===== config.mk =====
export PLATFORM = sky130hd
export DESIGN_NAME = bias_preload_fifo
export DESIGN_NICKNAME = d
export VERILOG_FILES = /design/src/rtl/bias_pkg.sv /design/src/rtl/sync_fifo_fwft.sv /design/src/rtl/bias_preload_fifo.sv
export SDC_FILE = /design/constraint.sdc
export NUM_CORES = 1
export LEC_CHECK = 0
export CORE_UTILIZATION = 39
export DETAILED_ROUTE_END_ITERATION = 10
export SLEW_MARGIN = 25
export SYNTH_ARGS = -nofsm -noshare
export SYNTH_HDL_FRONTEND = slang
export SYNTH_HIERARCHICAL = 1
export SYNTH_SLANG_ARGS = --single-unit

===== constraint.sdc =====
create_clock -name clk -period 24.5 [get_ports clk]
set_input_delay 7.35 -clock clk [delete_from_list [all_inputs] [get_ports clk]]
set_output_delay 7.35 -clock clk [all_outputs]
set_load 0.05 [all_outputs]

===== src/rtl/bias_pkg.sv =====
// rtl/bias_pkg.sv - shared state encodings and size defaults for the bias preload path
package bias_pkg;

  typedef enum logic [1:0] {
    PIDLE = 2'd0,
    PRECV = 2'd1,
    PDONE = 2'd2
  } preload_state_e;

  localparam int BRAM_DATA_WIDTH_DEF = 32;
  localparam int AXIS_FIFO_SIZE_DEF  = 16;
  localparam int CH_CNT_W            = 12;

endpackage


===== src/rtl/sync_fifo_fwft.sv =====
// rtl/sync_fifo_fwft.sv - first-word-fall-through register FIFO with occupancy count
module sync_fifo_fwft #(
  parameter int DW    = 32,
  parameter int DEPTH = 16,
  parameter int AW    = 4
) (
  input  logic          clk,
  input  logic          rst,
  input  logic          flush,
  input  logic          push,
  input  logic [DW-1:0] wdata,
  input  logic          pop_req,
  output logic [DW-1:0] rdata,
  output logic [AW:0]   cnt,
  output logic          full,
  output logic          empty,
  output logic          underflow
);

  localparam logic [AW:0] FULL_CNT = {1'b1, {AW{1'b0}}};

  logic [DW-1:0] mem_q [DEPTH];
  logic [DW-1:0] mem_d [DEPTH];
  logic [AW-1:0] wr_ptr_q, wr_ptr_d;
  logic [AW-1:0] rd_ptr_q, rd_ptr_d;
  logic [AW:0]   cnt_q, cnt_d;
  logic          do_push, do_pop;

  assign full      = (cnt_q == FULL_CNT);
  assign empty     = (cnt_q == '0);
  assign do_push   = push && !full && !flush;
  assign do_pop    = pop_req && !empty && !flush;
  assign underflow = pop_req && empty;
  assign rdata     = mem_q[rd_ptr_q];
  assign cnt       = cnt_q;

  always_comb begin
    mem_d    = mem_q;
    wr_ptr_d = wr_ptr_q;
    rd_ptr_d = rd_ptr_q;
    cnt_d    = cnt_q;
    if (flush) begin
      wr_ptr_d = '0;
      rd_ptr_d = '0;
      cnt_d    = '0;
    end else begin
      if (do_push) begin
        mem_d[wr_ptr_q] = wdata;
        wr_ptr_d        = wr_ptr_q + AW'(1);
      end
      if (do_pop) begin
        rd_ptr_d = rd_ptr_q + AW'(1);
      end
      // Simultaneous push and pop leaves the occupancy unchanged.
      case ({do_push, do_pop})
        2'b10:   cnt_d = cnt_q + (AW+1)'(1);
        2'b01:   cnt_d = cnt_q - (AW+1)'(1);
        default: cnt_d = cnt_q;
      endcase
    end
  end

  always_ff @(posedge clk or posedge rst) begin
    if (rst) begin
      for (int i = 0; i < DEPTH; i++) begin
        mem_q[i] <= '0;
      end
      wr_ptr_q <= '0;
      rd_ptr_q <= '0;
      cnt_q    <= '0;
    end else begin
      mem_q    <= mem_d;
      wr_ptr_q <= wr_ptr_d;
      rd_ptr_q <= rd_ptr_d;
      cnt_q    <= cnt_d;
    end
  end

endmodule


===== src/rtl/bias_preload_fifo.sv =====
// rtl/bias_preload_fifo.sv - per-layer bias preload receiver feeding the bias BRAM write path
// BIAS_PRELOAD_TLAST_CHECK_EN enables the sticky TLAST position check.
module bias_preload_fifo
  import bias_pkg::*;
#(
  parameter int BRAM_DATA_WIDTH = BRAM_DATA_WIDTH_DEF,
  parameter int AXIS_FIFO_SIZE  = AXIS_FIFO_SIZE_DEF,
  parameter int BIT_NUM         = 4
) (
  input  logic                       clk,
  input  logic                       rst,
  input  logic [BRAM_DATA_WIDTH-1:0] s_axis_tdata,
  input  logic                       s_axis_tvalid,
  input  logic                       s_axis_tlast,
  output logic                       s_axis_tready,
  input  logic                       transfer_start,
  input  logic                       write_en,
  input  logic                       flush,
  input  logic [CH_CNT_W-1:0]        output_channel_size,
  input  logic                       fifo_read,
  output logic [BRAM_DATA_WIDTH-1:0] bias_data,
  output logic [BIT_NUM:0]           fifo_cnt,
  output logic                       fifo_not_empty,
  output logic                       preload_done,
  output logic                       rd_underflow,
  output logic                       tlast_err
);

  preload_state_e      state_q, state_d;
  logic [CH_CNT_W-1:0] rx_cnt_q, rx_cnt_d;
  logic                rd_underflow_q, rd_underflow_d;
  logic [CH_CNT_W:0]   rx_cnt_inc;
  logic                fifo_full, fifo_empty, fifo_underflow;
  logic                push, size_nz;

  sync_fifo_fwft #(
    .DW    (BRAM_DATA_WIDTH),
    .DEPTH (AXIS_FIFO_SIZE),
    .AW    (BIT_NUM)
  ) u_fifo (
    .clk       (clk),
    .rst       (rst),
    .flush     (flush),
    .push      (push),
    .wdata     (s_axis_tdata),
    .pop_req   (fifo_read),
    .rdata     (bias_data),
    .cnt       (fifo_cnt),
    .full      (fifo_full),
    .empty     (fifo_empty),
    .underflow (fifo_underflow)
  );

  assign s_axis_tready  = (state_q == PRECV) && !fifo_full && !flush;
  assign push           = s_axis_tvalid && s_axis_tready;
  assign rx_cnt_inc     = {1'b0, rx_cnt_q} + (CH_CNT_W+1)'(1);
  assign size_nz        = (output_channel_size != '0);
  assign preload_done   = (rx_cnt_q >= output_channel_size) && size_nz;
  assign fifo_not_empty = !fifo_empty;
  assign rd_underflow   = rd_underflow_q;

  always_comb begin
    state_d        = state_q;
    rx_cnt_d       = rx_cnt_q;
    rd_underflow_d = rd_underflow_q;
    if (flush) begin
      state_d        = PIDLE;
      rx_cnt_d       = '0;
      rd_underflow_d = 1'b0;
    end else begin
      if (fifo_underflow) begin
        rd_underflow_d = 1'b1;
      end
      if (push) begin
        rx_cnt_d = rx_cnt_inc[CH_CNT_W-1:0];
      end
      // Leaving PRECV on the final accepted beat drops tready right after it.
      case (state_q)
        PIDLE: begin
          if (transfer_start && write_en) begin
            state_d  = PRECV;
            rx_cnt_d = '0;
          end
        end
        PRECV: begin
          if (push && size_nz && (rx_cnt_inc >= {1'b0, output_channel_size})) begin
            state_d = PDONE;
          end
        end
        PDONE:   state_d = PDONE;
        default: state_d = PIDLE;
      endcase
    end
  end

  always_ff @(posedge clk or posedge rst) begin
    if (rst) begin
      state_q        <= PIDLE;
      rx_cnt_q       <= '0;
      rd_underflow_q <= 1'b0;
    end else begin
      state_q        <= state_d;
      rx_cnt_q       <= rx_cnt_d;
      rd_underflow_q <= rd_underflow_d;
    end
  end

`ifdef BIAS_PRELOAD_TLAST_CHECK_EN
  logic tlast_err_q, tlast_err_d;
  logic tlast_expected;

  assign tlast_expected = (rx_cnt_q == (output_channel_size - CH_CNT_W'(1)));
  assign tlast_err      = tlast_err_q;

  always_comb begin
    tlast_err_d = tlast_err_q;
    if (flush) begin
      tlast_err_d = 1'b0;
    end else if (push && (s_axis_tlast != tlast_expected)) begin
      tlast_err_d = 1'b1;
    end
  end

  always_ff @(posedge clk or posedge rst) begin
    if (rst) begin
      tlast_err_q <= 1'b0;
    end else begin
      tlast_err_q <= tlast_err_d;
    end
  end
`else
  logic unused_tlast;
  assign unused_tlast = s_axis_tlast;
  assign tlast_err    = 1'b0;
`endif

endmodule


* Word level (Yosys, flattened, before mapping)
Index checks and enable logic that the tools add are counted.
** Storage, ports and cells
- Register bits :: 540
- Output and inout port bits :: 42
** Cells by class
- Mux-type cells :: 22
- Bitwise gates (word level) :: 3
- Equality and inequality tests :: 7
- $lt $le $gt $ge :: 5
- Reductions and logical operators :: 25
- Add/subtract/negate cells :: 5
** Operators by type and width (number)
- $bwmux 512 :: 1
- $bmux 32 s4 :: 1
- $demux 32 s4 :: 1
- $mux 32 :: 3
- $mux 12 :: 4
- $mux 4 :: 4
- $add 12x1->13 const B :: 1
- $ge 13x12->1 :: 1
- $logic_and 1x1->1 :: 13
- $ge 12x12->1 :: 1
- $reduce_bool 12->1 :: 1
- $ge 5x5->1 const B :: 2
- $not 4->5 :: 2
- $pmux 5 s2 :: 1
- $add 4x1->4 const B :: 2
- $mux 2 :: 3
- $pmux 2 s3 :: 1
- $reduce_bool 2->1 :: 3
- $add 5x1->5 const B :: 1
- $eq 5x5->1 const B :: 1
- $logic_not 5->1 :: 1
- $lt 5x1->1 const B :: 1
- $mux 5 :: 1
- $sub 5x1->5 const B :: 1
- other kinds (10) :: 16

* Longest topological paths before layout
- Word-level depth :: 10
- Depth in mapped cells :: 15

* Modules after synthesis
The synthesis kept the hierarchy.
** By module, submodules not included
- sync_fifo_fwft :: area each 24456.0 sq um, cells each 1638, instances 1
- bias_preload_fifo :: area each 1501.4 sq um, cells each 174, instances 1

* Worst setup path before layout
Ideal clock, no wire load.
- Path type :: input to output
- Start point :: input output_channel_size[0]
- End point :: output preload_done
- Stages on the path :: 7
- Path slack :: 8089 ps
- Path buffers :: 0
- Arrival :: 9061 ps
- Path through :: ha_1 > nand2b_1 > a21o_1 > a211oi_1 > o31ai_1 > nand3_1 > a31oi_1
** On the way
- Longest elaborated chain between the ends :: 2
** Ends and longest elaborated chain
- start, declared :: line bias_preload_fifo.sv:19 : input logic [CH_CNT_W-1:0] output_channel_size,
- $ge 12x12->1 / $reduce_bool 12->1 (equally long branches) :: line bias_preload_fifo.sv:58, bias_preload_fifo.sv:57
- $logic_and 1x1->1 * :: line bias_preload_fifo.sv:58 : assign preload_done = (rx_cnt_q >= output_channel_size) && size_nz;
- end, declared :: line bias_preload_fifo.sv:24 : output logic preload_done,
Mark *: on every way between the ends. The rest lies on a longest branch, timed or not.

* Final worst setup path
Ends and elaborated chain as after synthesis.

==> impl_metrics.env <==
export IMPL_grt_pass1_wl_microns=99300
export IMPL_report_final_slew_viol_count=0
export IMPL_fp_coreArea_sq_um=65900
export IMPL_synth_compound_area_share_pct=5.11
export IMPL_wl_per_cell_microns=23.0
export IMPL_fmax_ghz=0.0582
export IMPL_seq_area_frac_synth_pct=52.1
export IMPL_period_needed_ns=17.19
export IMPL_rows=94
export IMPL_drt_initial_drc_count=917
export IMPL_cts_sinks=540
export IMPL_synth_avg_cell_area_sq_um=14.3
export IMPL_synth_seq_cells=540
export IMPL_hold_path_class="flip-flop to flip-flop"
export IMPL_yosysWarnings=6
export IMPL_synth_xor_area_share_pct=0.877
export IMPL_crit_start="output_channel_size[0]"
export IMPL_synth_simple_area_share_pct=3.30
export IMPL_globalplace_congestion=0.758
export IMPL_r2r_end="u_fifo/cnt[4]"
export IMPL_place_inst=2647
export IMPL_worstMarginPinSlew_ns=1.01
export IMPL_syn_nets=1900
export IMPL_crit_type="input pin to primary output"
export IMPL_crit_end="preload_done"
export IMPL_final_util_pct=44.3
export IMPL_rsz0062_at_grt="false"
export IMPL_synth_edff_count=0
export IMPL_fp_dieArea_sq_um=67600
export IMPL_layout_drive_gt1_share_pct=38.0
export IMPL_synth_top_family_by_area="multiplexers"
export IMPL_ir_drop_mv=0.0468
export IMPL_synth_ff_type="dfrtp_1"
export IMPL_route_detailed_drc=0
export IMPL_ys_types=66
export IMPL_initial_core_util_pct=39.4
export IMPL_slew_headroom_pct=32.3
export IMPL_cts_tree="yes"
export IMPL_synthArstFlopShare_pct=100
export IMPL_io_buffer_count=91
export IMPL_fp_dieW_microns=260
export IMPL_fillers=5901
export IMPL_yosysMostFrequentCell="dfrtp_1"
export IMPL_period_share_pct=70.1
export IMPL_syn2layout_area_growth_pct=12.3
export IMPL_synth_common_cells="dfrtp_1, mux2_2, mux2i_1"
export IMPL_first_pass_iters=7
export IMPL_r2r_setup_slack_ns=20.59
export IMPL_end_kind="primary output"
export IMPL_cp_max_fo=3
export IMPL_hold_buffers=0
export IMPL_cellLeakagePower_nw=13.8
export IMPL_clock_skew_ns=0.0130
export IMPL_cts_resized=0
export IMPL_critPathRequiredTime_ns=17.15
export IMPL_fin_cells=2747
export IMPL_clk_pin_slew_ns=0.06
export IMPL_vias=15400
export IMPL_post_cts_setup_buffers=0
export IMPL_root_buffer="clkbuf_16"
export IMPL_worstPathArrival_ns=9.84
export IMPL_yosys_area_top_type_share_pct=52.1
export IMPL_p_per_area_nw_per_um2=79.5
export IMPL_critPathLaunchType="input pin"
export IMPL_dp_hpwl_microns=33800
export IMPL_grt_pass1_vias=16300
export IMPL_reg2reg_from="u_fifo/cnt[1]"
export IMPL_layout_nets=1931
export IMPL_setup_tns_ns=0
export IMPL_clk_latency_ns=0.61
export IMPL_drt_antenna_violating_nets=0
export IMPL_status="complete, no violations"
export IMPL_die_y_microns=260
export IMPL_cts_inserted_buffers=57
export IMPL_drt_wl_total_microns=63100
export IMPL_grt_overflow=0
export IMPL_finalSetupViolCount=0
export IMPL_grt_max_degree=181
export IMPL_ys_top_cells_by_area="dfrtp_1, mux2_2, mux4_2"
export IMPL_htreeDepth=2
export IMPL_hold_violations=0
export IMPL_synth_mux_area_share_pct=33.1
export IMPL_reg2reg_depth=13
export IMPL_synth_area_sq_um=26000
export IMPL_synthAdderAreaFrac_pct=1.76
export IMPL_grt_usage_pct=19.2
export IMPL_yosys_area_top_type="dfrtp_1"
export IMPL_avgViaCountPerCell=5.60
export IMPL_clockBufferDepth=3
export IMPL_io_pins=94
export IMPL_drv_cap=0
export IMPL_syn_inst=1812
export IMPL_antenna_found_initial=2
[kinds of logic after synthesis]
family / count (synthesis)
multiplexers: 710
adder cells (fa/ha/maj): 36
XOR/XNOR: 26
other: 1
AND/OR/NAND/NOR: 149
flip-flops: 540
buffers and inverters: 175
AO/OA/AOI/OAI: 175
[layer usage]
layer  global-route usage, %  vias to the layer above  routed length (microns)
met5                       0                        -                       12
met4                    5.49                        2                     1580
met3                    3.39                      104                     2450
met2                    31.5                      271                    30900
met1                    25.9                     8211                    28100
li1                        -                     6784                        -
[how the worst min path moves through the flow]
stage	start	to	slack (ns)	cells after the start
after floorplan	u_fifo/mem_q[190]	u_fifo/mem_q[190]	0.45	1
after global placement	u_fifo/mem_q[195]	u_fifo/mem_q[195]	0.46	1
after detailed placement	u_fifo/mem_q[211]	u_fifo/mem_q[211]	0.47	1
after CTS	u_fifo/mem_q[211]	u_fifo/mem_q[211]	0.48	1
after global routing	u_fifo/mem_q[246]	u_fifo/mem_q[246]	0.49	1
final	u_fifo/mem_q[211]	u_fifo/mem_q[211]	0.48	1
[cells in the final DEF, fill, tap and decap left out, types with 4 or more instances in the layout]
cell type	Yosys	layout
nor2_1	29	29
mux2i_1	131	131
mux2_4	10	10
nand2b_1	9	9
clkinv_2	0	12
or4_2	0	4
nor3_4	9	9
xor2_1	16	16
clkbuf_16	0	57
inv_1	24	22
ha_1	35	35
a211oi_1	5	5
dfrtp_1	540	536
mux4_2	64	64
a221oi_1	64	64
xnor2_1	10	10
buf_4	14	26
mux2_2	486	486
a21oi_1	9	9
o21ai_0	36	36
mux2_1	19	19
nand4_1	5	5
a21o_1	8	8
nand2_1	49	49
clkdlybuf4s50_1	0	91
clkbuf_8	0	11
a22oi_1	32	32
nand3_1	8	8
nor4_1	4	4
clkbuf_1	61	13
[area by class of cell]
type	instances	area (sq um)	area share (%)
repair buffers	121	1180	4.03
clock buffers	81	1630	5.58
diodes	1	2.50	0.00858
well taps	864	1080	3.71
clock inverters	17	145	0.498
flip-flops and latches	540	13500	46.4
multi-input cells	1097	11500	39.4
inverters	26	110	0.378
[per-stage QoR]
stage	area, sq um	worst slack, ns	power (mW)	hold slack (ns)
2_1_floorplan	26000	2.48	1.35	0.452
3_3_place_gp	27300	7.34	1.50	0.463
3_5_place_dp	27300	7.29	1.51	0.469
4_1_cts	29100	7.29	2.35	0.483
5_1_grt	29200	7.13	2.42	0.495
6_report	29200	7.31	2.32	0.480
[worst max-delay path, cell delays in order]
cell	delay, ns
clkdlybuf4s50_1	0.47
ha_1	0.32
nand2b_1	0.10
a21o_1	0.11
a211oi_1	0.07
o31ai_1	0.30
nand3_1	0.12
a31oi_1	0.18
clkdlybuf4s50_1	0.82
[state kept, by name (all words and copies together) (netlist names)]
name / flops
rx_cnt_q: 12
u_fifo/wr_ptr_q: 4
state_q: 2
rd_underflow: 1
u_fifo/mem_q: 512
u_fifo/rd_ptr_q: 4
u_fifo/cnt: 5
[power breakdown]
part	switching, mW	total (mW)	internal, mW	leakage [nW]
clock network	0.351	0.830	0.479	0.881
logic	0.305	0.519	0.214	5.40
registers	0.0473	0.969	0.922	7.50
(Power assumes the default switching activity.)
